**src/rtl/cacheline_adaptor.sv**
```systemverilog
// Cache-line to memory-burst adaptor: turns one 256-bit line read/write from the
// cache into a BEATS-beat burst on the memory side, with a one-cycle resp_o pulse.
module cacheline_adaptor #(
  parameter int BEATS  = 4,
  parameter int BEAT_W = 64
) (
  input  logic              clk,
  input  logic              rst,
  input  logic [255:0]      line_i,
  output logic [255:0]      line_o,
  input  logic [31:0]       address_i,
  input  logic              read_i,
  input  logic              write_i,
  output logic              resp_o,
  input  logic [BEAT_W-1:0] burst_i,
  output logic [BEAT_W-1:0] burst_o,
  output logic [31:0]       address_o,
  output logic              read_o,
  output logic              write_o,
  input  logic              resp_i
);

  localparam int KW = (BEATS > 1) ? $clog2(BEATS) : 1;
  localparam logic [KW-1:0] K_LAST = KW'(BEATS - 1);

  typedef enum logic [1:0] {IDLE, READ, WRITE, DONE} state_e;

  state_e        state_q;
  logic [KW-1:0] k_q;
  logic [255:0]  line_q;
  logic [255:0]  buf_q;
  logic [31:0]   addr_q;
  logic          read_q;
  logic          write_q;
  logic          resp_q;

  // Handshake outputs are flopped alongside the state so they track it exactly.
  always_ff @(posedge clk) begin
    if (rst) begin
      state_q <= IDLE;
      k_q     <= '0;
      line_q  <= '0;
      buf_q   <= '0;
      addr_q  <= '0;
      read_q  <= 1'b0;
      write_q <= 1'b0;
      resp_q  <= 1'b0;
    end else begin
      resp_q <= 1'b0;
      unique case (state_q)
        IDLE: begin
          if (write_i) begin
            state_q <= WRITE;
            write_q <= 1'b1;
            addr_q  <= address_i & 32'hFFFF_FFE0;
            buf_q   <= line_i;
            k_q     <= '0;
          end else if (read_i) begin
            state_q <= READ;
            read_q  <= 1'b1;
            addr_q  <= address_i & 32'hFFFF_FFE0;
            k_q     <= '0;
          end
        end
        READ: begin
          if (resp_i) begin
            line_q[k_q*BEAT_W +: BEAT_W] <= burst_i;
            if (k_q == K_LAST) begin
              state_q <= DONE;
              read_q  <= 1'b0;
              resp_q  <= 1'b1;
              k_q     <= '0;
            end else begin
              k_q <= k_q + KW'(1);
            end
          end
        end
        WRITE: begin
          if (resp_i) begin
            if (k_q == K_LAST) begin
              state_q <= DONE;
              write_q <= 1'b0;
              resp_q  <= 1'b1;
              k_q     <= '0;
            end else begin
              k_q <= k_q + KW'(1);
            end
          end
        end
        DONE: state_q <= IDLE;
        default: state_q <= IDLE;
      endcase
    end
  end

  assign line_o    = line_q;
  assign address_o = addr_q;
  assign read_o    = read_q;
  assign write_o   = write_q;
  assign resp_o    = resp_q;
  assign burst_o   = write_q ? buf_q[k_q*BEAT_W +: BEAT_W] : '0;

endmodule

```
**config.mk**
```make
export PLATFORM = sky130hd
export DESIGN_NAME = cacheline_adaptor
export DESIGN_NICKNAME = d
export VERILOG_FILES = /design/src/rtl/cacheline_adaptor.sv
export SDC_FILE = /design/constraint.sdc
export NUM_CORES = 1
export LEC_CHECK = 0
export CAP_MARGIN = 20
export CELL_PAD_IN_SITES_DETAIL_PLACEMENT = 2
export CELL_PAD_IN_SITES_GLOBAL_PLACEMENT = 2
export CORE_MARGIN = 2
export CORE_UTILIZATION = 26
export CTS_BUF_LIST = sky130_fd_sc_hd__clkbuf_16
export CTS_CLUSTER_DIAMETER = 120
export DETAILED_ROUTE_END_ITERATION = 10
export MAX_ROUTING_LAYER = met4
export PLACE_DENSITY_LB_ADDON = 0.2
export SLEW_MARGIN = 20
export SYNTH_ARGS = -nofsm -noshare
export SYNTH_HDL_FRONTEND = slang
export SYNTH_SLANG_ARGS = --single-unit
export TNS_END_PERCENT = 50
```
**constraint.sdc**
```tcl
create_clock -name clk -period 3.4 [get_ports clk]
set_clock_uncertainty 0.1 [all_clocks]
set_input_delay 0.34 -clock clk [delete_from_list [all_inputs] [get_ports clk]]
set_output_delay 0.34 -clock clk [all_outputs]
set_load 0.01 [all_outputs]
```
==> flow_results.org <==
** Worst setup path
- Arrival time at the worst endpoint :: between 2 and 3 ns
- The slowest stage of the critical path is the dfxtp_4 cell.
- Endpoint type of the worst setup path :: primary output
- For the worst setup path, the data required time is 2.96 ns.
- The endpoint identified for the worst register-to-register timing path is line_o[65].
- The critical path is of the register to primary output type.
- Startpoint Class :: register
- Reg-to-reg setup timing slack :: between 0.5 and 0.6 ns
- The worst register-to-register path begins at k_q[0].
- CP Max Fanout :: 16
- Worst Reg-to-Reg Cells :: 6
- Maximum cell stage delay along the critical path :: a little under 0.6 ns
- CP Cell Sequence :: buf_4, mux4_2, and2_1, clkdlybuf4s50_1

** STA
- Crit path setup slack, layout :: around 0.18 ns
- Summed over all failing endpoints, the final setup total negative slack is 0 ns.
- RSZ-0062 raised after global routing :: false
- The final hold violation count is 0.
- For the finished layout, the period the worst path requires is 3.216 ns.
- The max-slew violation total from the final report came to 0.
- Post-route clock period utilization :: between 90% and 100%
- Slew Limit Headroom :: a little over a quarter
- Static timing analysis puts the maximum clock frequency at slightly above 300 MHz.
- Setup violations remaining at the end of the flow were counted as 0.
- Least-Margin Pin Slew :: 1.089 ns

** Run
- The tool flagged a number of max-cap violations equal to 0.

** Placed design
- PortBufs :: about 700
- Final HPWL DP :: about 65 mm
- Before CTS, the worst setup slack after placement is around 0.57 ns.
- Routability-driven placement finished with a final weighted congestion of between 0.8 and 0.9.

** Synthesis
- Counting flops with an async set or reset pin after synthesis yields a share of 0%.
- Number of enable-type register cells in the synthesized netlist :: 0
- Leading post-synthesis cells by instance count :: nand2_1 (632), dfxtp_1 (546), a21oi_1 (353)
- Main synth FF type :: dfxtp_1
- Most numerous cell in the Yosys netlist :: nand2_1
- The top cell type by area accounts for around 52% of the synthesized area.
- Synth area leaders :: dfxtp_1 (52%), nand2_1 (11%), a21oi_1 (8.5%)
- After synthesis, flip-flops and latches occupy 52.31% of the total area.
- In this run the cell area of the synthesized design comes to roughly 21000 sq um.
- Count of different cell masters after synthesis :: 36
- For this run, the number of Yosys warnings is 0.
- After technology mapping, the gate count stands at around 2300.
- Area leader, netlist :: dfxtp_1
- A synthesized cell averages a little over 9 sq um.
- In this run, synthesis produced a sequential element count of approximately 550.

** Cells and area
- The layout has between 8000 and 9000 filler cells.
- Growth of design area from synthesis to finish :: 48.75%
- # nets final :: 3258
- In the final layout, the share of cells above drive strength 1 is 9.366%.

** Pwr
- Leakage :: 11.18 nW
- Pwr dens :: 655.0 nW/um^2
- Worst supply voltage drop on vdd :: 485.4 uV

** Floorplanning
- 712 I/O pins were placed.
- From bottom edge to top edge, the die measures approximately 290 um.
- In this run the horizontal extent of the chip is roughly 290 um.
- Overall die area :: 82640 sq um
- Once the floorplan was initialized, standard cells occupied about a quarter of the core.
- The floorplan has a little over 100 rows.
- The core region is 79260 sq um.

** Clock network
- Clock-pin slew on the worst setup and hold paths :: approximately 0.060 ns
- CTS Buf Count :: 67
- The clock passes through at most 3 buffers.
- For the worst-skew pair, the clock arrives at the later sink with an insertion delay of 0.59 ns.
- Post-CTS timing repair inserted 0 buffers for setup.
- Htree depth :: 3
- CTS tree :: yes
- Clock tree root driver cell :: clkbuf_16
- The tree built by TritonCTS fans out to between 500 and 600 sinks.

** GRT
- The first global-routing pass estimated roughly 130 mm of wire.
- Maximum number of pins on one net before global-route repair :: 200
- Global routing used ~22% of the available tracks across all layers.
- The number of antenna violations at the first check in global routing is 23.
- Grt total ovfl :: 0
- The number of global-route vias before repair came to 21449.

** Drt
- Vias :: 19581
- The first routing iteration left 799 violations.
- Wires add up to between 90 and 100 mm.
- Avg WL per Cell :: ~23 um
- Number of nets still failing antenna checks after routing :: 0
- In the routed design, unresolved DRC markers number 0.
- After detailed routing, the number of vias per cell comes to around 5.
- Number of detailed-route iterations in the first pass :: 5

** Worst hold path
- Worst hold path startpoint :: rst
- For hold timing, the worst endpoint is line_o[45].
- In this run the worst hold path is classified as primary input to register.
- Counting instances, the worst hold path has a depth of 2.

** Outcome
- Status :: completed
[stage by stage]
step	std cells	power, mW	util, %	hold slack [ns]	instance area (sq um)
floorplan	2282	11.09	-	0.3331	20910
global placement	3868	13.60	36.52	0.3392	28950
detailed placement	3868	13.85	36.52	0.3473	28950
CTS	3985	20.72	39.10	0.04697	30990
global route	4009	21.59	39.21	0.07668	31080
finish	4010	20.36	39.21	0.05398	31080
[where the power goes]
group	switching (mW)	internal [mW]	leakage (nW)	total (mW)
Sequential	0.512	7.16	4.45	7.67
Clock	2.92	3.80	1.07	6.72
Combinational	3.51	2.46	5.66	5.96
Total	6.94	13.4	11.2	20.4
[cells by family (layout without fill, tap and decap cells)]
| group | count (synthesis) | count (layout) | share of synthesized area [%] |
|---|---|---|---|
| and+or+nand+nor | 876 | 876 | 18.40 |
| AOI/OAI and AO/OA | 557 | 557 | 16.93 |
| DFF | 546 | 546 | 52.31 |
| buffers and inverters | 218 | 872 | 4.515 |
| muxes | 67 | 67 | 7.042 |
| adders and majority gates | 13 | 13 | 0.7785 |
| other | 1 | 29 | 0.01795 |
[critical path: cells and delay by family, from the launching register on]
| kind | cells | cell delay (ns) |
|---|---|---|
| buf+inv | 2 | 0.86 |
| flops | 1 | 0.58 |
| mux | 1 | 0.55 |
| simple gates | 1 | 0.17 |
[worst max-delay path by stage]
stage,from,endpoint,slack [ns],depth (start not counted)
after floorplan,k_q[1],line_o[192],0.89,9
after global placement,k_q[0],burst_o[28],0.67,4
after detailed placement,k_q[0],line_o[79],0.57,6
after CTS,k_q[0],burst_o[0],0.02,4
after global routing,k_q[0],burst_o[46],0.03,4
final,k_q[0],burst_o[46],0.18,4
[layout by cell type, fill, tap and decap left out, types with 24 or more instances in the layout]
cell type,Yosys,routed
a21oi_1,353,352
a22o_1,102,102
a31o_2,64,64
a32oi_1,26,26
and2_1,66,65
buf_4,5,30
clkbuf_16,0,69
clkdlybuf4s50_1,0,700
dfxtp_1,546,543
diode_2,0,24
inv_1,6,26
mux4_2,64,64
nand2_1,632,631
nand3_1,67,66
nor2_1,28,28
nor3b_1,66,65
[flip-flops by register name (all words and copies together) (netlist names)]
signal,cells
resp_o,1
write_o,1
line_o,256
address_o,27
k_q,2
buf_q,256
read_o,1
state_q,2
[area by class of cell]
type	count	area, sq um	share of cell area, %
Sequential cell	546	10940	35.20
Multi-Input combinational cell	1518	9095	29.26
Timing Repair Buffer	749	7611	24.49
Clock buffer	68	1702	5.475
Tap cell	1050	1314	4.227
Clock inverter	49	336.6	1.083
Antenna cell	24	60.06	0.1932
Inverter	6	22.52	0.07246
[routing by layer]
layer / part of all wire [%] / global-route usage, %
met1: 38 / 23.18
met2: 51 / 38.94
met3: 6.4 / 5.713
met4: 3.8 / 8.607
met5: 0 / -
[timing repair]
item	4_1_cts	5_1_grt
hold buffers	0	0
resized for setup	1	0
setup endpoints to repair	2	6
cloned	0	1
Note: power is estimated with default switching activity, not from simulation.
